`src/rtl/common.sv`:
```
// common: shared front-end types and constants for the fetch/align stage.
package common;
  typedef logic [31:0] instruction_type;
  typedef logic [15:0] hword_t;
  localparam logic [1:0] RVC_OPC_MASK = 2'b11;
  localparam int PC_STEP_16 = 2;
  localparam int PC_STEP_32 = 4;
endpackage

```
`src/rtl/fetch_align_stage_fifo.sv`:
```
// fetch_hword_fifo: circular halfword buffer, push/pop of 1 or 2 halfwords per cycle, synchronous flush.
module fetch_hword_fifo
  import common::*;
#(
  parameter int DEPTH = 4,
  localparam int AW = $clog2(DEPTH),
  localparam int CW = $clog2(DEPTH + 1)
) (
  input  logic          clk,
  input  logic          rst_n,
  input  logic          i_flush,
  input  logic          i_push_en,
  input  logic          i_push_two,
  input  hword_t        i_push_d0,
  input  hword_t        i_push_d1,
  input  logic          i_pop_en,
  input  logic          i_pop_two,
  output logic [CW-1:0] o_count,
  output hword_t        o_h0,
  output hword_t        o_h1
);
  hword_t        r_mem [DEPTH];
  logic [AW-1:0] r_rd, r_wr;
  logic [CW-1:0] r_count;
  logic [1:0]    w_push_n, w_pop_n;

  function automatic logic [AW-1:0] adv(input logic [AW-1:0] p, input logic [1:0] n);
    logic [AW:0] s;
    s = (AW+1)'(p) + (AW+1)'(n);
    return (s >= (AW+1)'(DEPTH)) ? AW'(s - (AW+1)'(DEPTH)) : AW'(s);
  endfunction

  always_comb begin
    w_push_n = i_push_en ? (i_push_two ? 2'd2 : 2'd1) : 2'd0;
    w_pop_n  = i_pop_en ? (i_pop_two ? 2'd2 : 2'd1) : 2'd0;
  end

  always_ff @(posedge clk or negedge rst_n) begin
    if (!rst_n) begin
      r_rd    <= '0;
      r_wr    <= '0;
      r_count <= '0;
    end else if (i_flush) begin
      r_rd    <= '0;
      r_wr    <= '0;
      r_count <= '0;
    end else begin
      r_rd    <= adv(r_rd, w_pop_n);
      r_wr    <= adv(r_wr, w_push_n);
      r_count <= r_count + CW'(w_push_n) - CW'(w_pop_n);
    end
  end

  always_ff @(posedge clk) begin
    if (i_push_en && !i_flush) begin
      r_mem[r_wr] <= i_push_d0;
      if (i_push_two) r_mem[adv(r_wr, 2'd1)] <= i_push_d1;
    end
  end

  assign o_count = r_count;
  assign o_h0    = r_mem[r_rd];
  assign o_h1    = r_mem[adv(r_rd, 2'd1)];
endmodule

```
`src/rtl/fetch_align_stage.sv`:
```
// fetch_align_stage: word fetch issue, halfword alignment and valid/ready output to decode.
// Define RVC_EN to enable 16-bit compressed instruction detection and halfword-aligned redirects.
module fetch_align_stage
  import common::*;
#(
  parameter logic [31:0] RESET_PC        = 32'h0000_0000,
  parameter int          HBUF_DEPTH      = 4,
  parameter int          MAX_OUTSTANDING = 2
) (
  input  logic            clk,
  input  logic            rst_n,
  output logic            fetch_req,
  output logic [31:0]     fetch_addr,
  input  logic            fetch_gnt,
  input  logic            fetch_rvalid,
  input  logic [31:0]     fetch_rdata,
  input  logic            redirect_en,
  input  logic [31:0]     redirect_pc,
  output logic            out_valid,
  input  logic            out_ready,
  output instruction_type instruction,
  output logic [31:0]     pc,
  output logic            compflg
);
  localparam int CW = $clog2(HBUF_DEPTH + 1);
  localparam int OW = $clog2(MAX_OUTSTANDING + 1);

  logic            r_run, r_out_valid;
  logic [31:0]     r_fetch_addr, r_next_pc, r_pc;
  logic [OW-1:0]   r_outstanding, r_drop;
  instruction_type r_instr;
  logic [CW-1:0]   w_count;
  hword_t          w_h0, w_h1, w_d0;
  logic [31:0]     w_free, w_resv, w_step;
  logic            w_acc, w_push, w_push_two, w_is16, w_load;

`ifdef RVC_EN
  logic r_skip_low, r_compflg;
  assign w_is16     = (w_h0[1:0] & RVC_OPC_MASK) != RVC_OPC_MASK;
  assign w_push_two = !r_skip_low;
  assign w_d0       = r_skip_low ? fetch_rdata[31:16] : fetch_rdata[15:0];
  assign compflg    = r_compflg;
  always_ff @(posedge clk or negedge rst_n) begin
    if (!rst_n) begin
      r_skip_low <= RESET_PC[1];
      r_compflg  <= 1'b0;
    end else begin
      if (redirect_en) r_skip_low <= redirect_pc[1];
      else if (w_push) r_skip_low <= 1'b0;
      if (w_load) r_compflg <= w_is16;
    end
  end
`else
  assign w_is16     = 1'b0;
  assign w_push_two = 1'b1;
  assign w_d0       = fetch_rdata[15:0];
  assign compflg    = 1'b0;
`endif

  // each outstanding request reserves a full word of buffer space
  assign w_free    = 32'(HBUF_DEPTH) - 32'(w_count);
  assign w_resv    = (32'(r_outstanding) + 32'd1) << 1;
  assign fetch_req = r_run && w_free >= w_resv && r_outstanding < OW'(MAX_OUTSTANDING);
  assign w_acc     = fetch_req & fetch_gnt;
  assign w_push    = fetch_rvalid && r_drop == '0 && !redirect_en;
  assign w_step    = w_is16 ? 32'(PC_STEP_16) : 32'(PC_STEP_32);
  assign w_load    = !redirect_en && (!r_out_valid || out_ready) && w_count >= (w_is16 ? CW'(1) : CW'(2));

  fetch_hword_fifo #(.DEPTH(HBUF_DEPTH)) u_fifo (
    .clk       (clk),
    .rst_n     (rst_n),
    .i_flush   (redirect_en),
    .i_push_en (w_push),
    .i_push_two(w_push_two),
    .i_push_d0 (w_d0),
    .i_push_d1 (fetch_rdata[31:16]),
    .i_pop_en  (w_load),
    .i_pop_two (!w_is16),
    .o_count   (w_count),
    .o_h0      (w_h0),
    .o_h1      (w_h1)
  );

  always_ff @(posedge clk or negedge rst_n) begin
    if (!rst_n) begin
      r_run         <= 1'b0;
      r_fetch_addr  <= {RESET_PC[31:2], 2'b00};
      r_outstanding <= '0;
      r_drop        <= '0;
      r_out_valid   <= 1'b0;
      r_instr       <= '0;
      r_pc          <= RESET_PC;
      r_next_pc     <= RESET_PC;
    end else begin
      r_run         <= 1'b1;
      r_outstanding <= r_outstanding + OW'(w_acc) - OW'(fetch_rvalid);
      if (redirect_en) begin
        r_fetch_addr <= {redirect_pc[31:2], 2'b00};
        r_drop       <= r_outstanding + OW'(w_acc) - OW'(fetch_rvalid);
        r_next_pc    <= redirect_pc;
        r_out_valid  <= 1'b0;
      end else begin
        if (w_acc) r_fetch_addr <= r_fetch_addr + 32'd4;
        if (fetch_rvalid && r_drop != '0) r_drop <= r_drop - OW'(1);
        if (w_load) begin
          r_out_valid <= 1'b1;
          r_instr     <= w_is16 ? {16'h0, w_h0} : {w_h1, w_h0};
          r_pc        <= r_next_pc;
          r_next_pc   <= r_next_pc + w_step;
        end else if (out_ready) begin
          r_out_valid <= 1'b0;
        end
      end
    end
  end

  assign fetch_addr  = r_fetch_addr;
  assign out_valid   = r_out_valid;
  assign instruction = r_instr;
  assign pc          = r_pc;
endmodule

```
`config.mk`:
```
export PLATFORM = sky130hd
export DESIGN_NAME = fetch_align_stage
export DESIGN_NICKNAME = d
export VERILOG_FILES = /design/src/rtl/common.sv /design/src/rtl/fetch_align_stage_fifo.sv /design/src/rtl/fetch_align_stage.sv
export SDC_FILE = /design/constraint.sdc
export NUM_CORES = 1
export LEC_CHECK = 0
export ABC_AREA = 1
export CAP_MARGIN = 15
export CORE_ASPECT_RATIO = 0.75
export CORE_MARGIN = 3
export CORE_UTILIZATION = 45
export CTS_BUF_LIST = sky130_fd_sc_hd__clkbuf_16
export DETAILED_ROUTE_END_ITERATION = 6
export PLACE_DENSITY = 0.76
export SLEW_MARGIN = 0
export SYNTH_ARGS = -nofsm -noshare
export SYNTH_HDL_FRONTEND = slang
export SYNTH_SLANG_ARGS = --single-unit
```
`constraint.sdc`:
```
create_clock -name clk -period 2.35 [get_ports clk]
set_clock_uncertainty 0.05 [all_clocks]
set_input_delay 0.3525 -clock clk [delete_from_list [all_inputs] [get_ports clk]]
set_output_delay 0.3525 -clock clk [all_outputs]
set_load 0.02 [all_outputs]
```
# Word level (Yosys, flattened, before mapping)
# Memory sizes are Yosys's and may differ from the RTL's. A register that Yosys moved wholly into a read port is not among the register bits.
# Cells that the tools add are included.
dict set report totals {
  wordCells 77
  output_inout_bits 99
  memories 1
  reg_bits 109
  inputBits 70
  mem_bits_rw 64
}
# memory words width read_ports rd_ports_with_merged_regs write_ports line
set memory_table {}
lappend memory_table {u_fifo.r_mem 4 16 2 2 2 fetch_align_stage_fifo.sv:22} ;# hword_t r_mem [DEPTH];
dict set report op_classes {
  n_addsub 17
  mux 20
  reduce_logical 20
  n_lt_le_gt_ge 7
  bitwise_logic 2
}
# cell n
set op_table {}
lappend op_table {{32-bit 2-to-1 mux} 4}
lappend op_table {{32-bit by 3-bit adder with 32-bit output, second input constant} 2}
lappend op_table {{32-bit by 4-bit >= comparator with 1-bit output} 1}
lappend op_table {{2-bit 2-to-1 mux} 10}
lappend op_table {{3-bit >= comparator, second input constant} 4}
lappend op_table {{2-bit by 1-bit subtractor with 2-bit output, second input constant} 5}
lappend op_table {{2-bit by 1-bit adder with 3-bit output, second input constant} 3}
lappend op_table {{1-bit logical AND} 8}
lappend op_table {{2-bit nonzero test} 4}
lappend op_table {{2-bit by 2-bit adder with 3-bit output} 2}
lappend op_table {{1-bit 2-to-1 mux} 5}
lappend op_table {{1-bit logical NOT} 4}
lappend op_table {{3-bit by 3-bit subtractor with 4-bit output, first input constant} 1}
lappend op_table {{3-bit by 2-bit adder with 3-bit output} 1}
lappend op_table {{3-bit by 2-bit >= comparator with 1-bit output, second input constant} 1}
lappend op_table {{3-bit 2-to-1 mux} 1}
lappend op_table {{3-bit nonzero test} 1}
lappend op_table {{3-bit by 2-bit subtractor with 3-bit output} 1}
lappend op_table {{2-bit by 1-bit adder with 2-bit output} 1}
lappend op_table {{2-bit logical NOT} 1}
lappend op_table {{2-bit < comparator, second input constant} 1}
lappend op_table {{2-bit AND reduction} 1}
lappend op_table {{2-bit by 1-bit subtractor with 2-bit output} 1}
lappend op_table {{1-bit AND} 1}
lappend op_table {{2 further kinds} 2}

# Logic depth before layout (Yosys ltp)
# Gate-level depths: netlist (run 1).
dict set report depth {
  word_depth 9
  depth_mapped 14
}

# Cells and area by module
# From an unflattened synthesis (run 1), not the netlist that was laid out.
dict set report unflattened {
  hier_cells 1497
  area_unflattened_um2 11436.0
}
# mod cells_each seq_area_each_um2 area_per_inst_um2 n_inst
set by_module_without_submodules {}
lappend by_module_without_submodules {fetch_align_stage 923 3303.2 7025.5 1}
lappend by_module_without_submodules {fetch_hword_fifo 574 2097.0 4410.5 1}

# Least setup slack after synthesis (run 1)
# No wires, ideal clock.
dict set report synth_timing {
  kind {register -> register}
  from {reg u_fifo.r_count[1], in the netlist u_fifo.o_count[1]}
  to {reg r_drop[1]}
  n_path_buf 0
  required_time_ps 2223
  path_stages_with_launch 15
  setup_time_ps 77
  arrival_time_ps 2252
  setup_slack_ps -29
  path_cell_list {dfrtp_1 > inv_1 > ha_1 > inv_1 > ha_1 > nand3_1 > nand4_1 > nand3_2 > ha_1 > inv_1 > ha_1 > xnor2_1 > xnor2_1 > nor2_1 > a21oi_1}
}
dict set report synth_via {
  elab_chain_cells 8
}
# item line
set synth_lines {}
lappend synth_lines {{start: declaration} fetch_align_stage_fifo.sv:24} ;# logic [CW-1:0] r_count;
lappend synth_lines {{start signal: assignment} fetch_align_stage_fifo.sv:50} ;# r_count <= r_count + CW'(w_push_n) - CW'(w_pop_n);
lappend synth_lines {{3-bit by 3-bit subtractor with 4-bit output} fetch_align_stage.sv:61} ;# assign w_free = 32'(HBUF_DEPTH) - 32'(w_count);
lappend synth_lines {{32-bit by 4-bit >= comparator with 1-bit output} fetch_align_stage.sv:63} ;# assign fetch_req = r_run && w_free >= w_resv && r_outstanding < OW'(MAX_OUTSTANDING);
lappend synth_lines {{1-bit logical AND (2 in series)} fetch_align_stage.sv:63}
lappend synth_lines {{1-bit AND} fetch_align_stage.sv:64} ;# assign w_acc = fetch_req & fetch_gnt;
lappend synth_lines {{2-bit by 1-bit adder with 2-bit output} fetch_align_stage.sv:99} ;# r_drop <= r_outstanding + OW'(w_acc) - OW'(fetch_rvalid);
lappend synth_lines {{2-bit by 1-bit subtractor with 2-bit output} fetch_align_stage.sv:99}
lappend synth_lines {{2-bit 2-to-1 mux} fetch_align_stage.sv:97} ;# if (redirect_en) begin
lappend synth_lines {{end signal: assignment} fetch_align_stage.sv:99}
lappend synth_lines {{end signal: assignment} fetch_align_stage.sv:104} ;# if (fetch_rvalid && r_drop != '0) r_drop <= r_drop - OW'(1);
lappend synth_lines {{end: declaration} fetch_align_stage.sv:30} ;# logic [OW-1:0] r_outstanding, r_drop;
# Every way passes these cells.
# A chain may end at the register's enable or synchronous reset.

# Final worst setup path (run 1)
dict set report layout_timing {
  from {reg u_fifo.r_count[2], in the netlist u_fifo.o_count[2]}
  to {out fetch_req}
}
dict set report layout_via {
  elab_chain_cells 4
}
# item line
set layout_lines {}
lappend layout_lines {{3-bit by 3-bit subtractor with 4-bit output} fetch_align_stage.sv:61}
lappend layout_lines {{32-bit by 4-bit >= comparator with 1-bit output} fetch_align_stage.sv:63}
lappend layout_lines {{1-bit logical AND (2 in series)} fetch_align_stage.sv:63}
lappend layout_lines {{end: declaration} fetch_align_stage.sv:12} ;# output logic fetch_req,
# Every way passes these cells.

==> flow_summary.toml, run 1 <==
[setup_path]
critPathKind = "reg -> out"
regToRegSetupSlack_ps = -60
critPathMaxStageDelay_ps = 410
arrival_ps = 2020
r2r_start = "u_fifo.o_count[2]$_DFF_PN0_"
critPathLaunchType = "flip-flop"
path_cells = "inv_2 > ha_4 > inv_4 > ha_4 > nand3_2 > nand4_1 > buf_4 > nand2_1 > inv_2 > buf_6"
required_ps = 1950
r2r_cells = 14
cpMaxStageDelayCell = "dfrtp_1"
path_max_fanout = 3
r2r_end = "r_drop[1]$_DFFE_PN0P_"
endpoint_kind = "output port"

[timing]
relSlewSlack = 0.536
finalSetupViolCount = 3
holdWs_ps = 356
timing.fmax_mhz = 413
grt_setup_unrepaired = "yes"
period_share = 1.03
worst_slack_ps = -71.8
finalHoldViolCount = 0
slew_viol_final = 0
worst_pin_slew_ps = 695
min_period_ps = 2420

[global_route]
grt_pass1_wl_mm = 43.2
grt_max_degree = 59
antenna_found_initial = 0
grtUsageTotal = 0.219
grt_pass1_vias = 8215
grt-ovfl-total = 0

[place]
gp_routability_congestion = 0.910
hpwl_mm = 19.8
io_buffers = 165
place_area_sq_um = 12400

[drt]
vias_per_cell = 5.15
drc = 0
dr.pass1.iters = 7
wl_mm = 27.5
wl_per_cell_um = 16.3
vias = 8706
first_iter_violations = 686
ant_nets = 0

[worst_hold_path]
hold_class = "in -> async"

[synth]
ys_ff_latch = 200
netlist_area_sq_um = 10400
synth-edff-count = 64
ys.flop_type = "dfrtp_1"
syn_area_per_cell_sq_um = 8.36
async_flop_share = 0.680
yosys_warnings = 0
netlist_instances = 1239
ys_seq_area_frac = 0.514
ys_types = 48

[floorplanning]
die_x_um = 181
floorplan.initialDensity = 0.463
fp.coreArea_sq_um = 22300
die_area_sq_um = 24900
ios = 169
rows = 47
die_h_um = 137

[cells_and_area]
nNetsFinal = 1468
antenna_cells = 0
syn_to_final_growth_pct = 27.0
final_cell_mix = "nand2_1 (349), clkdlybuf4s50_1 (163), dfrtp_1 (135), o21ai_0 (128), inv_1 (127)"
fin_util = 0.588
drive_gt1_frac = 0.114
regArea_sq_um = 5330
fin_area_sq_um = 13100
multi_input_area_sq_um = 4230
final_common_cell = "nand2_1"
num-fill-cells = 1949

[clock_tree]
cts_root_buf = "clkbuf_16"
cts_tree = "done"
clock_path_buffers = 2
clock-sinks = 200
cts_max_level = 4
clock_latency_ps = 450
numCtsBuffers = 17
path_clk_slew_ps = 90

[power_and_ir_drop]
leakage_nw = 5.92
peakVddDrop_mv = 0.649
power.density_nw_per_um2 = 1130

[outcome]
outcome = "finished, violations left"
violations = "negative setup slack"

[job]
drv_cap = 0
[cell families (layout without fill, tap and decap cells)]
| logic type | count (synthesis) | after routing | share of synthesized area |
|---|---|---|---|
| AOI/OAI and AO/OA | 206 | 206 | 0.114 |
| buffers and inverters | 218 | 375 | 0.0890 |
| xor gates and xnor gates | 13 | 13 | 0.0110 |
| DFF | 200 | 200 | 0.514 |
| other | 2 | 4 | 0.000725 |
| and+or+nand+nor | 587 | 587 | 0.255 |
| adders and majority gates | 13 | 13 | 0.0164 |
[routing by layer]
| metal | global-route usage | vias up | routed length (um) |
|---|---|---|---|
| met1 | 0.314 | 4069 | 12600 |
| met5 | 0 | - | 0 |
| met3 | 0.0462 | 40 | 1950 |
| li1 | - | 4255 | - |
| met4 | 0.0622 | 0 | 511 |
| met2 | 0.341 | 342 | 12400 |
[flip-flops by register name (all words and copies together) (netlist names), 2 cells and up]
name and flops:
fetch_addr 30, instruction 32, pc 32, r_drop 2, r_next_pc 32, r_outstanding 2, u_fifo.o_count 2, u_fifo.r_mem 64
[worst max-delay path by stage]
stage / from / to / slack, ps
2_1_floorplan: u_fifo.o_count[1]$_DFF_PN0_ / r_drop[1]$_DFFE_PN0P_ / -10
3_3_place_gp: u_fifo.o_count[2]$_DFF_PN0_ / r_drop[1]$_DFFE_PN0P_ / -10
3_5_place_dp: u_fifo.o_count[2]$_DFF_PN0_ / r_drop[1]$_DFFE_PN0P_ / -140
4_1_cts: u_fifo.o_count[2]$_DFF_PN0_ / r_drop[1]$_DFFE_PN0P_ / -70
5_1_grt: u_fifo.o_count[2]$_DFF_PN0_ / r_drop[1]$_DFFE_PN0P_ / -230
6_report: u_fifo.o_count[2]$_DFF_PN0_ / fetch_req / -70
[critical path: cells and delay by family (launching register included)]
kind	cells	cell delay (ps)
flops	1	410
simple gates	3	240
fa+ha+maj	2	510
buf+inv	5	410
[repair_timing]
action	in CTS	in global routing
hold buffers	1	0
gates resized for setup	15	7
setup buffers	2	2
pin swaps	8	3
endpoints found under the hold margin	45	0
gates cloned	0	1
endpoints found under the setup margin	2	16
[cell usage after synthesis, drive strengths merged, types with 3 or more instances]
master  instances  share of area
a21boi          4         0.0029
a21oi          15         0.0076
buf            32          0.021
clkbuf         49          0.019
dfrtp         136           0.33
edfxtp         64           0.19
ha             12          0.014
inv           137          0.050
nand2         367           0.14
nand3          65          0.032
nand3b          7         0.0051
nand4          15         0.0091
nor2          118          0.057
nor3           11         0.0085
o211ai         11         0.0080
o21a            5         0.0036
o21ai         160          0.083
o21bai          3         0.0022
o221ai          4         0.0034
xor2           11         0.0093
[power by group]
part | leakage (nW) | internal [mW] | switching (mW)
Combinational | 3.38 | 2.77 | 3.57
Clock | 0.305 | 1.49 | 1.61
Sequential | 2.23 | 4.59 | 0.869
Total | 5.92 | 8.86 | 6.04
[cell type report]
| cell class | count | area share |
|---|---|---|
| Clock inverter | 15 | 0.0158 |
| Clock buffer | 17 | 0.0324 |
| Inverter | 137 | 0.0393 |
| Tap cell | 294 | 0.0280 |
| Sequential cell | 200 | 0.405 |
| Multi-Input combinational cell | 823 | 0.322 |
| Timing Repair Buffer | 206 | 0.157 |
[metrics by stage]
stage | setup TNS [ps] | setup slack, ps | total power, mW | std cells
final | -146 | -71.8 | 14.9 | 1692
after global routing | -515 | -228 | 15.8 | 1692
after CTS | -67.1 | -67.1 | 14.8 | 1689
after detailed placement | -137 | -137 | 11.5 | 1654
after global placement | -9.66 | -9.66 | 11.4 | 1654
after floorplan | -12.1 | -12.1 | 8.82 | 1241
(Power assumes the default switching activity.)
==> run 2, diff against run 1 <==
- ABC_AREA: 1 -> 0
- PLACE_DENSITY: 0.76 -> 0.77
==> flow_summary.toml, run 2 <==
[synth]
yosys_warnings = 0
synth_top_area_frac = 0.369
ys_top_cells_by_area = "dfrtp_1 (37%), edfxtp_1 (21%), mux2_2 (12%)"
ys_ff_latch = 200
synth_top_area_cell = "dfrtp_1"
yosysMostFrequentCell = "dfrtp_1"
synth-edff-count = 64
netlist_instances = 737
async_flop_share = 0.680
ys_types = 55
ys.flop_type = "dfrtp_1"
syn_area_per_cell_sq_um = 12.5
netlist_area_sq_um = 9210
synth_commonest_cells = "dfrtp_1 (136), mux2_2 (95), edfxtp_1 (64)"
ys_seq_area_frac = 0.578

[cells_and_area]
largest_reg_flops = 64
syn_to_final_growth_pct = 33.7
final_common_cell = "clkdlybuf4s50_1"
final_cell_mix = "clkdlybuf4s50_1 (163), dfrtp_1 (135), mux2_2 (90), edfxtp_1 (64), nor2_1 (52)"
nNetsFinal = 997
num-fill-cells = 1542
fin_util = 0.625
drive_gt1_frac = 0.256
top_register = "u_fifo.r_mem"

[drt]
vias_per_cell = 5.46
wl_mm = 22.7
drc = 0
dr.pass1.iters = 5
first_iter_violations = 470
wl_per_cell_um = 19.2
ant_nets = 0
vias = 6449

[timing]
tns_ps = -1230
slew_viol_final = 0
grt_setup_unrepaired = "yes"
min_period_ps = 2530
period_share = 1.08
worst_slack_ps = -177
timing.fmax_mhz = 396
finalSetupViolCount = 21
holdWs_ps = 347
finalHoldViolCount = 0

[power_and_ir_drop]
power.density_nw_per_um2 = 1140
peakVddDrop_mv = 0.867
leakage_nw = 4.79

[setup_path]
crit_path_frequent_cell = "buf_6"
path_max_fanout = 7
endpoint_kind = "flip-flop"
critPathKind = "reg -> reg"
cpMaxStageDelayCell = "dfrtp_1"
required_ps = 2590
path_cells = "ha_1 > inv_1 > ha_4 > a211oi_4 > o21ai_4 > buf_6 > buf_4 > buf_8 > and3_4 > buf_6 > a311oi_2 > a221oi_1"
critPathLaunchType = "flip-flop"
critPathMaxStageDelay_ps = 390
arrival_ps = 2770

[clock_tree]
clock_path_buffers = 2
numCtsBuffers = 17
clock-sinks = 200
cts_max_level = 4
clock_latency_ps = 430
cts_tree = "done"
path_clk_slew_ps = 80
cts_root_buf = "clkbuf_16"

[place]
gp_routability_congestion = 0.851
place_ws_ps = -203
io_buffers = 165
hpwl_mm = 16.0

[floorplanning]
floorplan.initialDensity = 0.467
die_x_um = 171
fp.coreArea_sq_um = 19700
rows = 44
ios = 169
die_area_sq_um = 22200
die_h_um = 130

[global_route]
grt_pass1_vias = 6404
grt-ovfl-total = 0
grt_pass1_wl_mm = 35.4
grt_max_degree = 66
grtUsageTotal = 0.207
antenna_found_initial = 1

[outcome]
outcome = "finished, violations left"
violations = "negative setup slack"

[job]
drv_cap = 0

[worst_hold_path]
hold_class = "in -> async"
-- run 2: worst max-delay path: cells and delay by family (launching register included) --
family | cells | cell delay [ps]
DFF | 1 | 390
adders and majority gates | 2 | 430
buffers and inverters | 5 | 640
and+or+nand+nor | 1 | 160
AOI/OAI and AO/OA | 4 | 720
-- run 2: final timing paths --
kind,start,to,slack [ps],cells after the start
worst min register to register,r_next_pc[0]$_DFFE_PN0P_,pc[0]$_DFFE_PN0P_,460,1
worst max-delay path,r_outstanding[1]$_DFF_PN0_,fetch_addr[27]$_DFFE_PN0P_,-180,12
max in group asynchronous,rst_n,pc[20]$_DFFE_PN0P_,1200,3
min in group clk,r_next_pc[0]$_DFFE_PN0P_,pc[0]$_DFFE_PN0P_,460,1
worst max register to register,r_outstanding[1]$_DFF_PN0_,fetch_addr[27]$_DFFE_PN0P_,-180,12
worst min-delay path,rst_n,instruction[17]$_DFFE_PN0P_,350,2
-- run 2: per-layer routing --
metal	track usage	wire length, um	part of all wire
met3	0.0448	1230	0.054
met1	0.309	10800	0.48
met5	0	0	0
met4	0.0487	243	0.011
met2	0.312	10400	0.46
-- run 2: layout make-up --
cell class,count,area (sq um),area share
antenna,1,2.50,0.000203
clock buffer,17,425,0.0345
clock inverter,15,121,0.00985
inverter,22,82.6,0.00670
multi-input combinational,450,3830,0.311
sequential,200,5330,0.432
tap,253,317,0.0257
timing repair buffer,223,2210,0.180
-- run 2: where the power goes --
group	internal [mW]	total, mW	switching, mW
sequential	4.45	5.13	0.676
clock	1.38	2.73	1.35
combinational	3.12	6.13	3.01
total	8.95	14.0	5.04
-- run 2: per-stage QoR --
stage | power, mW | instance area, sq um | instances
after global routing | 14.7 | 12300 | 1181
after floorplan | 8.20 | 9360 | 739
after CTS | 13.7 | 12200 | 1178
after detailed placement | 10.6 | 11500 | 1142
after global placement | 10.4 | 11500 | 1142
final | 14.0 | 12300 | 1181
-- run 2: cells by family (layout without fill, tap and decap cells) --
logic type | Yosys count | after routing | synth area share
fa+ha+maj | 13 | 13 | 0.0185
simple gates | 174 | 174 | 0.109
buf+inv | 89 | 277 | 0.0388
xor+xnor | 47 | 47 | 0.0447
flops | 200 | 200 | 0.578
other cells | 2 | 5 | 0.000815
compound gates | 79 | 79 | 0.0532
mux | 133 | 133 | 0.157
-- run 2: what timing repair did --
action	4_1_cts	5_1_grt
setup endpoints to repair	23	28
hold buffers	1	0
buffers inserted	4	3
pin swaps	15	17
hold endpoints to repair	33	0
gates resized for setup	19	30
==> run 3, diff against run 2 <==
- PLACE_DENSITY: 0.77 -> 0.76
==> flow_summary.toml, run 3 (same netlist as run 2, synthesis figures left out) <==
[outcome]
outcome = "finished, violations left"
violations = "negative setup slack"

[global_route]
grt_max_degree = 58
antenna_found_initial = 1
grtUsageTotal = 0.205
grt_pass1_vias = 6283
grt-ovfl-total = 0
grt_pass1_wl_mm = 35.0

[clock_tree]
cts_max_level = 4
numCtsBuffers = 17
clock_latency_ps = 430
clock_path_buffers = 2
cts_root_buf = "clkbuf_16"
path_clk_slew_ps = 70
cts_tree = "done"
clock-sinks = 200

[floorplanning]
rows = 44
floorplan.initialDensity = 0.467
die_area_sq_um = 22200
die_x_um = 171
fp.coreArea_sq_um = 19700
ios = 169
die_h_um = 130

[job]
drv_cap = 0

[timing]
relSlewSlack = 0.580
min_period_ps = 2480
worst_pin_slew_ps = 628
grt_setup_unrepaired = "yes"
slew_viol_final = 0
finalSetupViolCount = 23
period_share = 1.06
timing.fmax_mhz = 403
worst_slack_ps = -131
finalHoldViolCount = 0

[cells_and_area]
fin_cells = 1190
final_cell_mix = "clkdlybuf4s50_1 (162), dfrtp_1 (135), mux2_2 (91), edfxtp_1 (64)"
syn_to_final_growth_pct = 34.2
top_register = "u_fifo.r_mem"
drive_gt1_frac = 0.259
fin_area_sq_um = 12400
num-fill-cells = 1558
regArea_sq_um = 5330
nNetsFinal = 1007
fin_util = 0.627
multi_input_area_sq_um = 3800
antenna_cells = 0
largest_reg_flops = 64
final_common_cell = "clkdlybuf4s50_1"

[drt]
first_iter_violations = 419
vias_per_cell = 5.37
wl_per_cell_um = 18.9
wl_mm = 22.5
vias = 6394
dr.pass1.iters = 5
drc = 0
ant_nets = 0

[place]
gp_routability_congestion = 0.854
place_area_sq_um = 11500
hpwl_mm = 15.8
dp.cells = 1142
io_buffers = 165

[power_and_ir_drop]
peakVddDrop_mv = 0.843
leakage_nw = 4.83
p_total_mw = 14.2
power.density_nw_per_um2 = 1150

[setup_path]
cpMaxStageDelayCell = "dfrtp_1"
r2r_start = "u_fifo.o_count[1]$_DFF_PN0_"
critPathLaunchType = "flip-flop"
path_max_fanout = 6
arrival_ps = 2740
critPathMaxStageDelay_ps = 410
endpoint_kind = "flip-flop"
path_cells = "inv_2 > ha_4 > inv_2 > ha_4 > a211oi_4 > o21ai_4 > buf_6 > buf_4 > buf_8 > buf_2 > nand4_1 > xnor2_1 > mux2_2"
r2r_cells = 13
critPathKind = "reg -> reg"
required_ps = 2610
cp-startpoint = "u_fifo.o_count[1]$_DFF_PN0_"

[worst_hold_path]
min_path_cells = 3
hold_class = "in -> reg"
min_from = "redirect_en"
run 3: cell types whose count changed in the layout (fill, tap and decap cells not counted), sizes merged:
| cell | change |
|---|---|
| clkdlybuf4s50 | -1 |
| diode | -1 |
| clkinv | -2 |
| bufinv | +2 |
| buf | +11 |
run 3: layout make-up:
cell class                 instances  area share
tap                              253      0.0256
clock inverter                    15      0.0121
sequential                       200       0.431
multi-input combinational        450       0.308
clock buffer                      17      0.0344
inverter                          22     0.00668
timing repair buffer             233       0.183
run 3: worst paths after layout:
check	slack, ps	endpoint
hold / removal	340	u_fifo.r_rd[1]$_DFF_PN0_
setup / recovery	-130	fetch_addr[19]$_DFFE_PN0P_
hold reg to reg	460	pc[1]$_DFFE_PN0P_
min in group asynchronous	390	instruction[15]$_DFFE_PN0P_
setup reg to reg	-130	fetch_addr[19]$_DFFE_PN0P_
max in group asynchronous	1160	instruction[20]$_DFFE_PN0P_
run 3: layer usage:
metal	wire length, um	track usage	vias up
li1	-	-	3021
met1	10800	0.302	3188
met2	10300	0.309	157
met3	1010	0.0397	26
met4	314	0.0629	2
met5	13	0	-
run 3: report_power, final:
group,leakage [nW],switching (mW),total (mW),internal [mW]
Clock,0.291,1.34,2.91,1.58
Combinational,2.40,3.00,6.20,3.20
Sequential,2.14,0.646,5.10,4.45
run 3: critical path, delay by kind of cell, from the launching register on:
family                     cells  cell delay, ps
xor gates and xnor gates       1              60
buffers and inverters          6             670
muxes                          1             260
adders and majority gates      2             410
AOI/OAI and AO/OA              2             400
DFF                            1             410
and+or+nand+nor                1             110
run 3: what timing repair did:
| item | CTS | global route |
|---|---|---|
| gates resized for setup | 26 | 23 |
| hold buffers | 1 | 0 |
| buffers inserted | 7 | 10 |
| endpoints found under the hold margin | 51 | 0 |
| setup endpoints to repair | 20 | 41 |
| cloned | 0 | 0 |
| pin swaps | 17 | 20 |
run 3: per-stage QoR:
| stage | setup TNS, ps | hold slack [ps] | worst slack, ps |
|---|---|---|---|
| 3_5_place_dp | -732 | 321 | -160 |
| 3_3_place_gp | -156 | 325 | -91.2 |
| 5_1_grt | -3540 | 349 | -267 |
| 4_1_cts | -434 | 323 | -111 |
| 2_1_floorplan | -302 | 6.91 | -153 |
| 6_report | -1600 | 338 | -131 |
